$ cat config.mk
export PLATFORM = sky130hd
export DESIGN_NAME = fetch_unit
export DESIGN_NICKNAME = d
export VERILOG_FILES = /design/src/rtl/fetch_unit.sv
export SDC_FILE = /design/constraint.sdc
export NUM_CORES = 1
export LEC_CHECK = 0
export ABC_AREA = 1
export BUFFER_PORTS_ARGS = -buffer_cell sky130_fd_sc_hd__buf_4
export CAP_MARGIN = 40
export CORE_MARGIN = 2
export CORE_UTILIZATION = 35
export DETAILED_ROUTE_END_ITERATION = 16
export PLACE_DENSITY_LB_ADDON = 0.25
export SLEW_MARGIN = 20
export SYNTH_ARGS = -nofsm -noshare
export SYNTH_HDL_FRONTEND = slang
export SYNTH_SLANG_ARGS = --single-unit
export TNS_END_PERCENT = 30
$ cat constraint.sdc
create_clock -name clk -period 5.2 [get_ports clk]
set_input_delay 0.26 -clock clk [delete_from_list [all_inputs] [get_ports clk]]
set_output_delay 0.26 -clock clk [all_outputs]
set_load 0.005 [all_outputs]
$ cat src/rtl/fetch_unit.sv
// Instruction fetch stage: owns the fetch PC, issues single-outstanding
// requests to instruction memory and buffers returned words in a prefetch FIFO.
module fetch_unit #(
  parameter int unsigned DEPTH    = 2,
  parameter logic [31:0] RESET_PC = 32'h0000_0000
) (
  input  logic        clk,
  input  logic        reset,
  output logic        imem_req,
  output logic [31:0] imem_addr,
  input  logic        imem_ack,
  input  logic [31:0] imem_rdata,
  output logic        instr_valid,
  input  logic        instr_ready,
  output logic [31:0] Instr,
  output logic [31:0] PC,
  output logic [31:0] PCPlus8,
  input  logic        PCSrc,
  input  logic [31:0] BranchTarget
);

  localparam int unsigned AW = (DEPTH > 1) ? $clog2(DEPTH) : 1;
  localparam int unsigned CW = AW + 1;

  logic [63:0]   fifo_mem [DEPTH];
  logic [AW-1:0] rd_ptr;
  logic [AW-1:0] wr_ptr;
  logic [CW-1:0] count;
  logic [CW-1:0] count_next;
  logic [31:0]   fpc;
  logic [31:0]   fpc_base;
  logic [63:0]   head;
  logic          discard;
  logic          pop;
  logic          push;
  logic          flush;
  logic          issue;

  always_comb begin
    instr_valid = (count != '0);
    head        = fifo_mem[rd_ptr];
    Instr       = instr_valid ? head[31:0]  : '0;
    PC          = instr_valid ? head[63:32] : '0;
    PCPlus8     = PC + 32'd8;
  end

  // A redirect overrides the fetch pointer in the same edge, so a request
  // issued alongside a flush already targets the branch destination.
  always_comb begin
    pop        = instr_valid & instr_ready;
    flush      = pop & PCSrc;
    push       = imem_ack & imem_req & ~discard & ~flush;
    count_next = flush ? '0 : count + CW'(push) - CW'(pop);
    fpc_base   = flush ? (BranchTarget & 32'hFFFF_FFFC) : fpc;
    issue      = (~imem_req | imem_ack) & (count_next < CW'(DEPTH));
  end

  always_ff @(posedge clk or negedge reset) begin
    if (!reset) begin
      imem_req  <= 1'b0;
      imem_addr <= '0;
      fpc       <= RESET_PC;
      discard   <= 1'b0;
      rd_ptr    <= '0;
      wr_ptr    <= '0;
      count     <= '0;
    end else begin
      if (issue) begin
        imem_req  <= 1'b1;
        imem_addr <= fpc_base;
        fpc       <= fpc_base + 32'd4;
      end else begin
        if (imem_ack) imem_req <= 1'b0;
        fpc <= fpc_base;
      end

      // An in-flight request that survives a flush returns stale data.
      if (flush & imem_req & ~imem_ack) discard <= 1'b1;
      else if (imem_req & imem_ack)     discard <= 1'b0;

      if (flush) begin
        rd_ptr <= '0;
        wr_ptr <= '0;
      end else begin
        if (push) wr_ptr <= wr_ptr + AW'(1);
        if (pop)  rd_ptr <= rd_ptr + AW'(1);
      end
      count <= count_next;
    end
  end

  always_ff @(posedge clk) begin
    if (push) fifo_mem[wr_ptr] <= {imem_addr, imem_rdata};
  end

endmodule

# After elaboration in Yosys (flattened, before gate mapping)
# Memory sizes are Yosys's and may differ from the RTL's.
# Cells that the tools add are included.
# totals
ram_bits	128
mem_count	1
register_bits	70
output_inout_bits	130
in_bits	69
word_cells	48
# mem_list
name	depth	width	rd	rd_ports_with_merged_regs	wr	line_no	text
fifo_mem	2	64	1	0	1	25	logic [63:0] fifo_mem [DEPTH];
# classes
add_sub_neg	6
n_mux	15
bitwise	13
n_reduce_logical	5
n_lt_le_gt_ge	1
# ops
cell	n
$mux W32	4
$add A32 B3 Y32 const B	1
$add A32 B4 Y32 const B	1
$mux W1	10
$reduce_bool A2 Y1	5
$and A1 B1 Y1	8
$not A1 Y1	4
$add A1 B1 Y1 const B	2
$add A2 B1 Y2	1
$lt A2 B2 Y1 const B	1
$mux W2	1
$sub A2 B1 Y2	1
$or A1 B1 Y1	1

# Logic depth before layout (Yosys ltp)
# Gate-level depths: netlist (run 1).
# depth
depth_word	11
depth_mapped	20
ltp_nobuf	18

# Worst setup path after synthesis (run 1)
# No wires, ideal clock.
# synth_timing
kind	flip-flop to flip-flop
start	register count[1]
end	memory fifo_mem[0][0], enable pin
stages_incl_launch_ff	8
setup_slack_ps	948
setup_ps	486
t_arrival_ps	3766
n_path_buf	2
synth_period_minus_slack_ps	4252
required_ps	4714
cell_sequence	dfrtp_1 > inv_2 > nand2_4 > nand3_4 > buf_2 > buf_6 > nand2_1 > nor2_1
# synth_between
elab_chain_len	7
# synth_rtl
element	line_no	text
start, declared	28	logic [CW-1:0] count;
start signal, assigned	88	count <= count_next;
$reduce_bool A2 Y1	40	instr_valid = (count != '0);
$and A1 B1 Y1	50	pop = instr_valid & instr_ready;
$and A1 B1 Y1	51	flush = pop & PCSrc;
$not A1 Y1	52	push = imem_ack & imem_req & ~discard & ~flush;
$and A1 B1 Y1	52	
$mux W1	93	if (push) fifo_mem[wr_ptr] <= {imem_addr, imem_rdata};
$mux W1 (not written as such)	93	
end, declared	25	
# Every way passes these cells.

# Worst setup path after layout (run 1)
# layout_timing
start	register rd_ptr
end	output PCPlus8[31]
# layout_between
elab_chain_len	3
# layout_rtl
element	line_no	text
start, declared	26	logic [AW-1:0] rd_ptr;
start signal, assigned	86	if (pop) rd_ptr <= rd_ptr + AW'(1);
$mem_v2 Z2 W64	--	
$mux W32	43	PC = instr_valid ? head[63:32] : '0;
$add A32 B4 Y32	44	PCPlus8 = PC + 32'd8;
end, declared	17	output logic [31:0] PCPlus8,
# Every way passes these cells.

==> results of run 1 <==
==> critical path, delay by kind of cell (launching register included) <==
| kind | cells | cell delay, ns |
|---|---|---|
| simple gates | 3 | 0.68 |
| xor+xnor | 1 | 0.16 |
| buf+inv | 4 | 1.20 |
| compound gates | 1 | 0.33 |
| flops | 1 | 0.56 |
==> registers in the layout, summed over array words and instances (netlist names) <==
name,count
count,2
discard,1
fifo_mem,128
fpc,32
imem_addr,32
imem_req,1
rd_ptr,1
wr_ptr,1
==> synth_stat cells (all sizes together) (4+ instances only) <==
cell    count
nand2     306
nor2      144
edfxtp    128
inv       111
dfrtp      70
o21ai      55
nand3      50
a21oi      40
xor2       31
buf        28
nand4      16
clkbuf     11
nor3       11
a31oi       6
or2         5
ha          4
nand3b      4
xnor2       4
==> metal layers <==
layer	GRT usage	vias up	part of all wire
met5	0	-	0
met4	0.0420	0	0.0091
li1	-	3762	-
met1	0.258	3525	0.49
met3	0.0305	15	0.048
met2	0.274	210	0.45
==> final timing paths <==
kind | startpoint | to | slack [ns] | cells past startpoint
setup / recovery | rd_ptr | PCPlus8[31] | 1.56 | 9
hold / removal | BranchTarget[17] | imem_addr[17] | 0.11 | 3
setup reg to reg | count[1] | fpc[12] | 2.08 | 16
hold reg to reg | fpc[0] | fpc[0] | 0.46 | 2
max in group asynchronous | reset | rd_ptr | 4.35 | 3
min in group asynchronous | reset | fpc[27] | 0.26 | 2
==> area by class of cell <==
| class | instances | area [um^2] | share of cell area |
|---|---|---|---|
| Timing Repair Buffer | 239 | 1960 | 0.157 |
| Clock buffer | 17 | 425 | 0.0341 |
| Multi-Input combinational cell | 680 | 3420 | 0.274 |
| Tap cell | 372 | 465 | 0.0373 |
| Inverter | 112 | 420 | 0.0337 |
| Sequential cell | 198 | 5600 | 0.448 |
| Clock inverter | 15 | 189 | 0.0151 |
==> power by group through the flow <==
stage / sequential, mW / combinational [mW] / clock [mW]
4_1_cts: 2.53 / 3.60 / 1.39
3_5_place_dp: 2.56 / 3.56 / 0
5_1_grt: 2.58 / 3.97 / 1.45
6_report: 2.52 / 3.55 / 1.35
2_1_floorplan: 2.46 / 2.06 / 0
3_3_place_gp: 2.55 / 3.50 / 0
==> metrics by stage <==
stage / instances / power, mW / util / cell area, um^2
floorplan: 1029 / 4.52 / - / 9700
global placement: 1565 / 6.05 / 0.423 / 11500
detailed placement: 1568 / 6.12 / 0.426 / 11500
CTS: 1631 / 7.51 / 0.460 / 12500
global route: 1633 / 8.00 / 0.461 / 12500
finish: 1633 / 7.43 / 0.461 / 12500
==> cell families after synthesis <==
| logic type | count (synthesis) | synth area share |
|---|---|---|
| AO/OA/AOI/OAI | 104 | 0.0598 |
| AND/OR/NAND/NOR | 537 | 0.255 |
| flip-flops | 198 | 0.577 |
| buffers and inverters | 151 | 0.0715 |
| XOR/XNOR | 35 | 0.0316 |
| adder cells (fa/ha/maj) | 4 | 0.00516 |
==> repair_timing <==
item                                    in CTS  in global routing
hold buffers                                31                  2
hold endpoints to repair                    83                  3
resized for setup                            0                  0
endpoints found under the setup margin       0                  0
==> results_dict.tcl, run 1 <==
set metrics [dict create \
    layout_setup_ws_ns 1.56 \
    synth_nets 1102 \
    relSlewSlack 0.590 \
    vdd_drop_max_mv 0.234 \
    status "finished, final reports clean" \
    hold_viol 0 \
    synth_area_mm2 0.00970 \
    synth_ff_type "edfxtp_1" \
    hold_ws_ns 0.112 \
    cts_tree "done" \
    comb_power_share 0.478 \
    cp_data_required_time_ns 4.94 \
    path_cells "inv_2 > buf_4 > o21ai_0 > inv_1 > nand3_1 > nor3_1 > nand2_1 > xnor2_1 > buf_4" \
    pwr-share-clk 0.182 \
    cp_common_cell "buf_4" \
    wire_per_inst_um 15.6 \
    final_common_cell "nand2_1" \
    dr.pass1.iters 5 \
    overflow 0 \
    synth.distinct_cells 41 \
    syn_area_per_cell_um2 9.42 \
    post_cts_buffers 0 \
    switching_share 0.418 \
    antenna_found_initial 0 \
    worst_slew_pin_slew_ns 0.609 \
    clockBufferDepth 2 \
    initial_core_util 0.358 \
    n_fill_cell 2578 \
    vias_per_cell 4.60 \
    drc_errors 0 \
    worstSkewPairLatency_ns 0.44 \
    synth_area_leaders "edfxtp_1 (40%), dfrtp_1 (18%), nand2_1 (11%), nor2_1 (4.5%), inv_1 (3.9%)" \
    synth.largest_area_cell "edfxtp_1" \
    post-place-ws_ns 1.98 \
    tns_ns 0 \
    p_leak_nw 5.55 \
    seqPwrFrac 0.340 \
    slew_violations 0 \
    power.density_mw_per_mm2 596 \
    numCtsBuffers 17 \
    cap_violations 0 \
    ys_seq_elements 198 \
    drive_above_1_share 0.262 \
    drt_iter0_drc 557 \
    p_switching_mw 3.10 \
    p_int_mw 4.33 \
    worstPathMaxFanout 50 \
    setup_viol 0 \
    min_period_ns 3.64 \
    critPathKind "flip-flop to output port" \
    cp-end-kind "output port" \
    grt_max_degree 55 \
    die_w_um 170 \
    coreArea_mm2 0.0271 \
    cts_root_buf "clkbuf_16" \
    rows 60 \
    final_cell_mix "nand2_1 (283), buf_4 (201), edfxtp_1 (128)" \
    gr-usage-all-layers 0.177 \
    pin_count 199 \
    io_buffers 196 \
    yosys_warnings 0 \
    synth_cells 1029 \
    final.period_utilization 0.700 \
    async_reset_ff_frac 0.354 \
    antenna_cells 0 \
    syn2layout_area_growth_pct 28.7 \
    critPathSlowestCell "dfrtp_2" \
    fin_skew_ns 0.0155 \
    grt_setup_unrepaired "false" \
    arrival_ns 3.38 \
    synth_edf_count 128 \
    routed_wl_um 25500 \
    nets 1321 \
    die_height_um 170 \
    grt_pass1_wl_um 39300 \
    min_path_type "input pin to flip-flop" \
    gp_congestion 0.825 \
    dp_hpwl_um 18300 \
    path_clk_slew_ns 0.08 \
    vias 7512 \
    synth_top_area_frac 0.396 \
    ys_seq_area_frac 0.577 \
    cts.sinks 198 \
    postRouteAntennaNets 0 \
    fmax_mhz 275 \
    dieArea_mm2 0.0290 \
    grt_pass1_vias 7098 \
    cts_max_level 4 \
    cpPeakStageDelay_ns 0.56 \
    crit_path_start_kind "flip-flop" \
]
(Power assumes the default switching activity.)
==> run 2, diff against run 1 <==
clock period = 3.4 ns   (was 5.2 ns; I/O delays follow)
==> results_dict.tcl, run 2 (synthesis gave the netlist of run 1 again) <==
set metrics [dict create \
    dp.cells 1572 \
    rows 60 \
    io_buffers 196 \
    largest_reg_flops 128 \
    n_fill_cell 2593 \
    layout_setup_ws_ns 0.238 \
    reg_top3 "fifo_mem (128), fpc (32), imem_addr (32)" \
    worstPathMaxFanout 26 \
    comb_power_share 0.480 \
    r2r_start "count[0]" \
    switching_share 0.417 \
    setup_viol 0 \
    cp_top_family "simple AND/OR/NAND/NOR gates" \
    cts_tree "done" \
    cp-end-kind "output port" \
    arrival_ns 2.99 \
    p_switching_mw 4.75 \
    pin_count 199 \
    tns_ns 0 \
    antenna_cells 0 \
    slew_violations 0 \
    cts.sinks 198 \
    p_leak_nw 5.56 \
    crit_path_start_kind "flip-flop" \
    hold_viol 0 \
    worstHoldStart "imem_ack" \
    final_common_cell "nand2_1" \
    regArea_mm2 0.00560 \
    drt_iter0_drc 471 \
    crit_start "count[0]" \
    gp_congestion 0.822 \
    vias 7509 \
    worstSkewPairLatency_ns 0.44 \
    cts_root_buf "clkbuf_16" \
    path_cells "nor2_4 > buf_4 > nor2_1 > o21ai_2 > inv_1 > ha_1 > inv_1 > nor2_1 > nand2_1 > nor3_2 > nand2_1 > xnor2_1 > buf_4" \
    dieArea_mm2 0.0290 \
    vdd_drop_max_mv 0.350 \
    numCtsBuffers 17 \
    multiInputGateArea_mm2 0.00343 \
    path_clk_slew_ns 0.08 \
    final.period_utilization 0.930 \
    cpPeakStageDelay_ns 0.43 \
    fin_skew_ns 0.0161 \
    grt_setup_unrepaired "false" \
    fmax_mhz 316 \
    nets 1325 \
    path_buf_inv 4 \
    coreArea_mm2 0.0271 \
    power.density_mw_per_mm2 912 \
    gr-usage-all-layers 0.176 \
    postRouteAntennaNets 0 \
    critPathSlowestCell "dfrtp_1" \
    min_period_ns 3.16 \
    die_w_um 170 \
    overflow 0 \
    grt_max_degree 54 \
    status "finished, final reports clean" \
    critPathKind "flip-flop to output port" \
    cp_data_required_time_ns 3.23 \
    final_cell_mix "nand2_1 (283), buf_4 (208), edfxtp_1 (128)" \
    initial_core_util 0.358 \
    grt_pass1_wl_um 39100 \
    die_height_um 170 \
    seqPwrFrac 0.337 \
    hold_ws_ns 0.0309 \
    relSlewSlack 0.574 \
    cts_max_level 4 \
    post_cts_buffers 0 \
    dp_hpwl_um 18400 \
    vias_per_cell 4.59 \
    final_cells 1637 \
    total_power_mw 11.4 \
    clockBufferDepth 2 \
    largest_register "fifo_mem" \
    antenna_found_initial 0 \
    drc_errors 0 \
    post-place-ws_ns 0.296 \
    pwr-share-clk 0.183 \
    syn2layout_area_growth_pct 28.8 \
    p_int_mw 6.64 \
    dr.pass1.iters 5 \
    wire_per_inst_um 15.5 \
    worst_slew_pin_slew_ns 0.637 \
    grt_pass1_vias 7110 \
    routed_wl_um 25400 \
    drive_above_1_share 0.266 \
    min_path_type "input pin to flip-flop" \
    cap_violations 0 \
]
==> run 2: path summary, 6_finish.rpt <==
kind | to | slack, ns | depth (start not counted)
hold / removal | imem_req | 0.03 | 4
min in group asynchronous | fpc[27] | 0.14 | 2
hold reg to reg | fpc[0] | 0.47 | 2
setup reg to reg | fpc[25] | 0.34 | 17
setup / recovery | PCPlus8[31] | 0.24 | 13
max in group asynchronous | rd_ptr | 2.68 | 3
==> run 2: worst register-to-register path, cell delays in order, from the launching register on <==
cell and delay [ns]:
dfrtp_1 0.44, inv_2 0.09, nand2_4 0.13, nand3_4 0.09, nand2_1 0.16, ha_1 0.33, inv_1 0.04, ha_1 0.18
inv_1 0.06, nand2_1 0.07, nand3_2 0.08, nand2_2 0.23, inv_2 0.46, nand3_2 0.20, nor2_2 0.22, nand3_1 0.09
nand2_1 0.08, inv_1 0.03
==> run 2: repair_timing <==
item / 4_1_cts / 5_1_grt
endpoints found under the hold margin: 134 / 0
resized for setup: 0 / 2
setup endpoints to repair: 0 / 1
hold buffers: 33 / 0
==> run 2: layout make-up <==
type	count	share of cell area
Multi-Input combinational cell	680	0.275
Inverter	112	0.0337
Timing Repair Buffer	243	0.155
Clock inverter	15	0.0167
Sequential cell	198	0.448
Tap cell	372	0.0373
Clock buffer	17	0.0341
==> run 2: through the flow <==
stage                util  instance area [um^2]
floorplan               -                  9700
global placement    0.424                 11500
detailed placement  0.425                 11500
CTS                 0.460                 12500
global route        0.461                 12500
finish              0.461                 12500
==> run 2: power groups by stage <==
stage               combinational, mW  sequential (mW)  clock [mW]
floorplan                        3.15             3.77           0
global placement                 5.43             3.88           0
detailed placement               5.49             3.90           0
CTS                              5.55             3.84        2.13
global route                     6.13             3.93        2.23
finish                           5.46             3.84        2.08
==> run 2: layer usage <==
layer | track usage | vias to the layer above | routed length, um
li1 | - | 3776 | -
met1 | 0.248 | 3506 | 12100
met2 | 0.278 | 211 | 11600
met3 | 0.0381 | 16 | 1480
met4 | 0.0427 | 0 | 197
met5 | 0 | - | 0
==> run 3, diff against run 2 <==
CORE_ASPECT_RATIO = 0.75   (was default)
GPL_ROUTABILITY_DRIVEN = 0   (was default)
==> results_dict.tcl, run 3 (synthesis gave the netlist of run 1 again) <==
set metrics [dict create \
    numCtsBuffers 17 \
    vdd_drop_max_mv 0.416 \
    gr-usage-all-layers 0.179 \
    final_cell_mix "nand2_1 (283), buf_4 (202), edfxtp_1 (128)" \
    total_power_mw 11.3 \
    crit_path_start_kind "flip-flop" \
    routed_wl_um 25500 \
    regArea_mm2 0.00560 \
    postRouteAntennaNets 0 \
    met2_length_um 11600 \
    cts.sinks 198 \
    relSlewSlack 0.615 \
    cpPeakStageDelay_ns 0.44 \
    wire_per_inst_um 15.8 \
    largest_register "fifo_mem" \
    pin_count 199 \
    path_buf_inv 4 \
    drt_iter0_drc 448 \
    rows 52 \
    dp_hpwl_um 18200 \
    initial_core_util 0.357 \
    vias_per_cell 4.61 \
    fmax_mhz 323 \
    cp_top_family "buffers and inverters" \
    grt_max_degree 65 \
    antenna_cells 0 \
    final_util 0.458 \
    worstPathMaxFanout 36 \
    critPathKind "flip-flop to output port" \
    die_w_um 196 \
    p_leak_nw 5.54 \
    final_common_cell "nand2_1" \
    crit_start "rd_ptr" \
    fin_skew_ns 0.0137 \
    drive_above_1_share 0.263 \
    nets 1322 \
    post_cts_buffers 0 \
    r2r_start "count[1]" \
    highest_layer "met4" \
    arrival_ns 2.92 \
    cp_data_required_time_ns 3.23 \
    dieArea_mm2 0.0291 \
    hold_viol 0 \
    overflow 0 \
    wl_met1_um 12500 \
    cts_tree "done" \
    dr.pass1.iters 4 \
    setup_viol 0 \
    status "finished, final reports clean" \
    antenna_found_initial 0 \
    largest_reg_flops 128 \
    min_path_type "input pin to flip-flop" \
    worstHoldStart "imem_ack" \
    slew_violations 0 \
    vias 7436 \
    min_period_ns 3.09 \
    grt_setup_unrepaired "false" \
    multiInputGateArea_mm2 0.00343 \
    cp-end-kind "output port" \
    drc_errors 0 \
    final.period_utilization 0.910 \
    io_buffers 196 \
    cts_root_buf "clkbuf_16" \
    clockBufferDepth 2 \
    worstSkewPairLatency_ns 0.43 \
    cap_violations 0 \
    grt_pass1_vias 7218 \
    reg_top3 "fifo_mem (128), fpc (32), imem_addr (32)" \
    power.density_mw_per_mm2 912 \
    grt_pass1_wl_um 40100 \
    n_fill_cell 2549 \
    critPathSlowestCell "dfrtp_2" \
    syn2layout_area_growth_pct 28.2 \
    cts_max_level 4 \
    dr_wl_met3_um 1020 \
    coreArea_mm2 0.0271 \
    path_cells "inv_2 > buf_4 > buf_6 > o21ai_0 > nor2_2 > nand2_1 > nor2_1 > nand4_1 > nor2_1 > nand2_1 > xnor2_1 > buf_4" \
    worst_slew_pin_slew_ns 0.572 \
    die_height_um 148 \
    path_clk_slew_ns 0.08 \
]
==> run 3: cell types whose count changed in the layout (fill, tap and decap cells not counted), sizes merged <==
| cell | delta |
|---|---|
| bufinv | +1 |
| buf | -3 |
| clkbuf | +1 |
| clkinv | -2 |
==> run 3: metrics by stage <==
step / worst slack [ns] / instances / TNS [ns] / hold WS, ns / area (um^2)
floorplan: -0.852 / 1029 / -109.08 / -0.126 / 9700
global placement: 0.555 / 1547 / 0 / 0.355 / 11400
detailed placement: 0.447 / 1548 / 0 / 0.0735 / 11500
CTS: 0.169 / 1613 / 0 / 0.00820 / 12400
global route: 0.0208 / 1613 / 0 / 0.0274 / 12400
finish: 0.307 / 1613 / 0 / 0.0240 / 12400
==> run 3: layout make-up <==
type / count / area share
Clock buffer: 18 / 0.0345
Clock inverter: 14 / 0.0142
Inverter: 112 / 0.0338
Multi-Input combinational cell: 680 / 0.276
Sequential cell: 198 / 0.450
Tap cell: 351 / 0.0353
Timing Repair Buffer: 240 / 0.156
==> run 3: report_power, final <==
| group | internal, mW | switching, mW | total (mW) |
|---|---|---|---|
| clock network | 1.07 | 0.990 | 2.05 |
| logic | 2.19 | 3.29 | 5.47 |
| registers | 3.43 | 0.382 | 3.81 |
| total | 6.68 | 4.66 | 11.3 |
==> run 3: worst paths after layout <==
| kind | cells past startpoint | to | slack, ns |
|---|---|---|---|
| worst max-delay path | 12 | PCPlus8[31] | 0.31 |
| worst min-delay path | 4 | imem_req | 0.02 |
| worst max register to register | 16 | fpc[25] | 0.45 |
| worst min register to register | 2 | fpc[0] | 0.46 |
| max in group asynchronous | 3 | imem_addr[15] | 2.67 |
| min in group asynchronous | 2 | fpc[11] | 0.16 |
==> run 3: timing repair <==
item / 4_1_cts / 5_1_grt
hold buffers: 33 / 0
gates resized for setup: 0 / 3
hold endpoints to repair: 134 / 0
setup endpoints to repair: 0 / 5
==> run 3: metal layers <==
| layer | vias up | GRT usage |
|---|---|---|
| met5 | - | 0 |
| met4 | 0 | 0.0436 |
| met3 | 18 | 0.0302 |
| met2 | 168 | 0.281 |
| met1 | 3482 | 0.258 |
| li1 | 3768 | - |
==> run 3: tightest hold or removal path: stages <==
cell     delay, ns
buf_4         0.08
inv_1         0.03
nand2_1       0.08
nand2_1       0.06
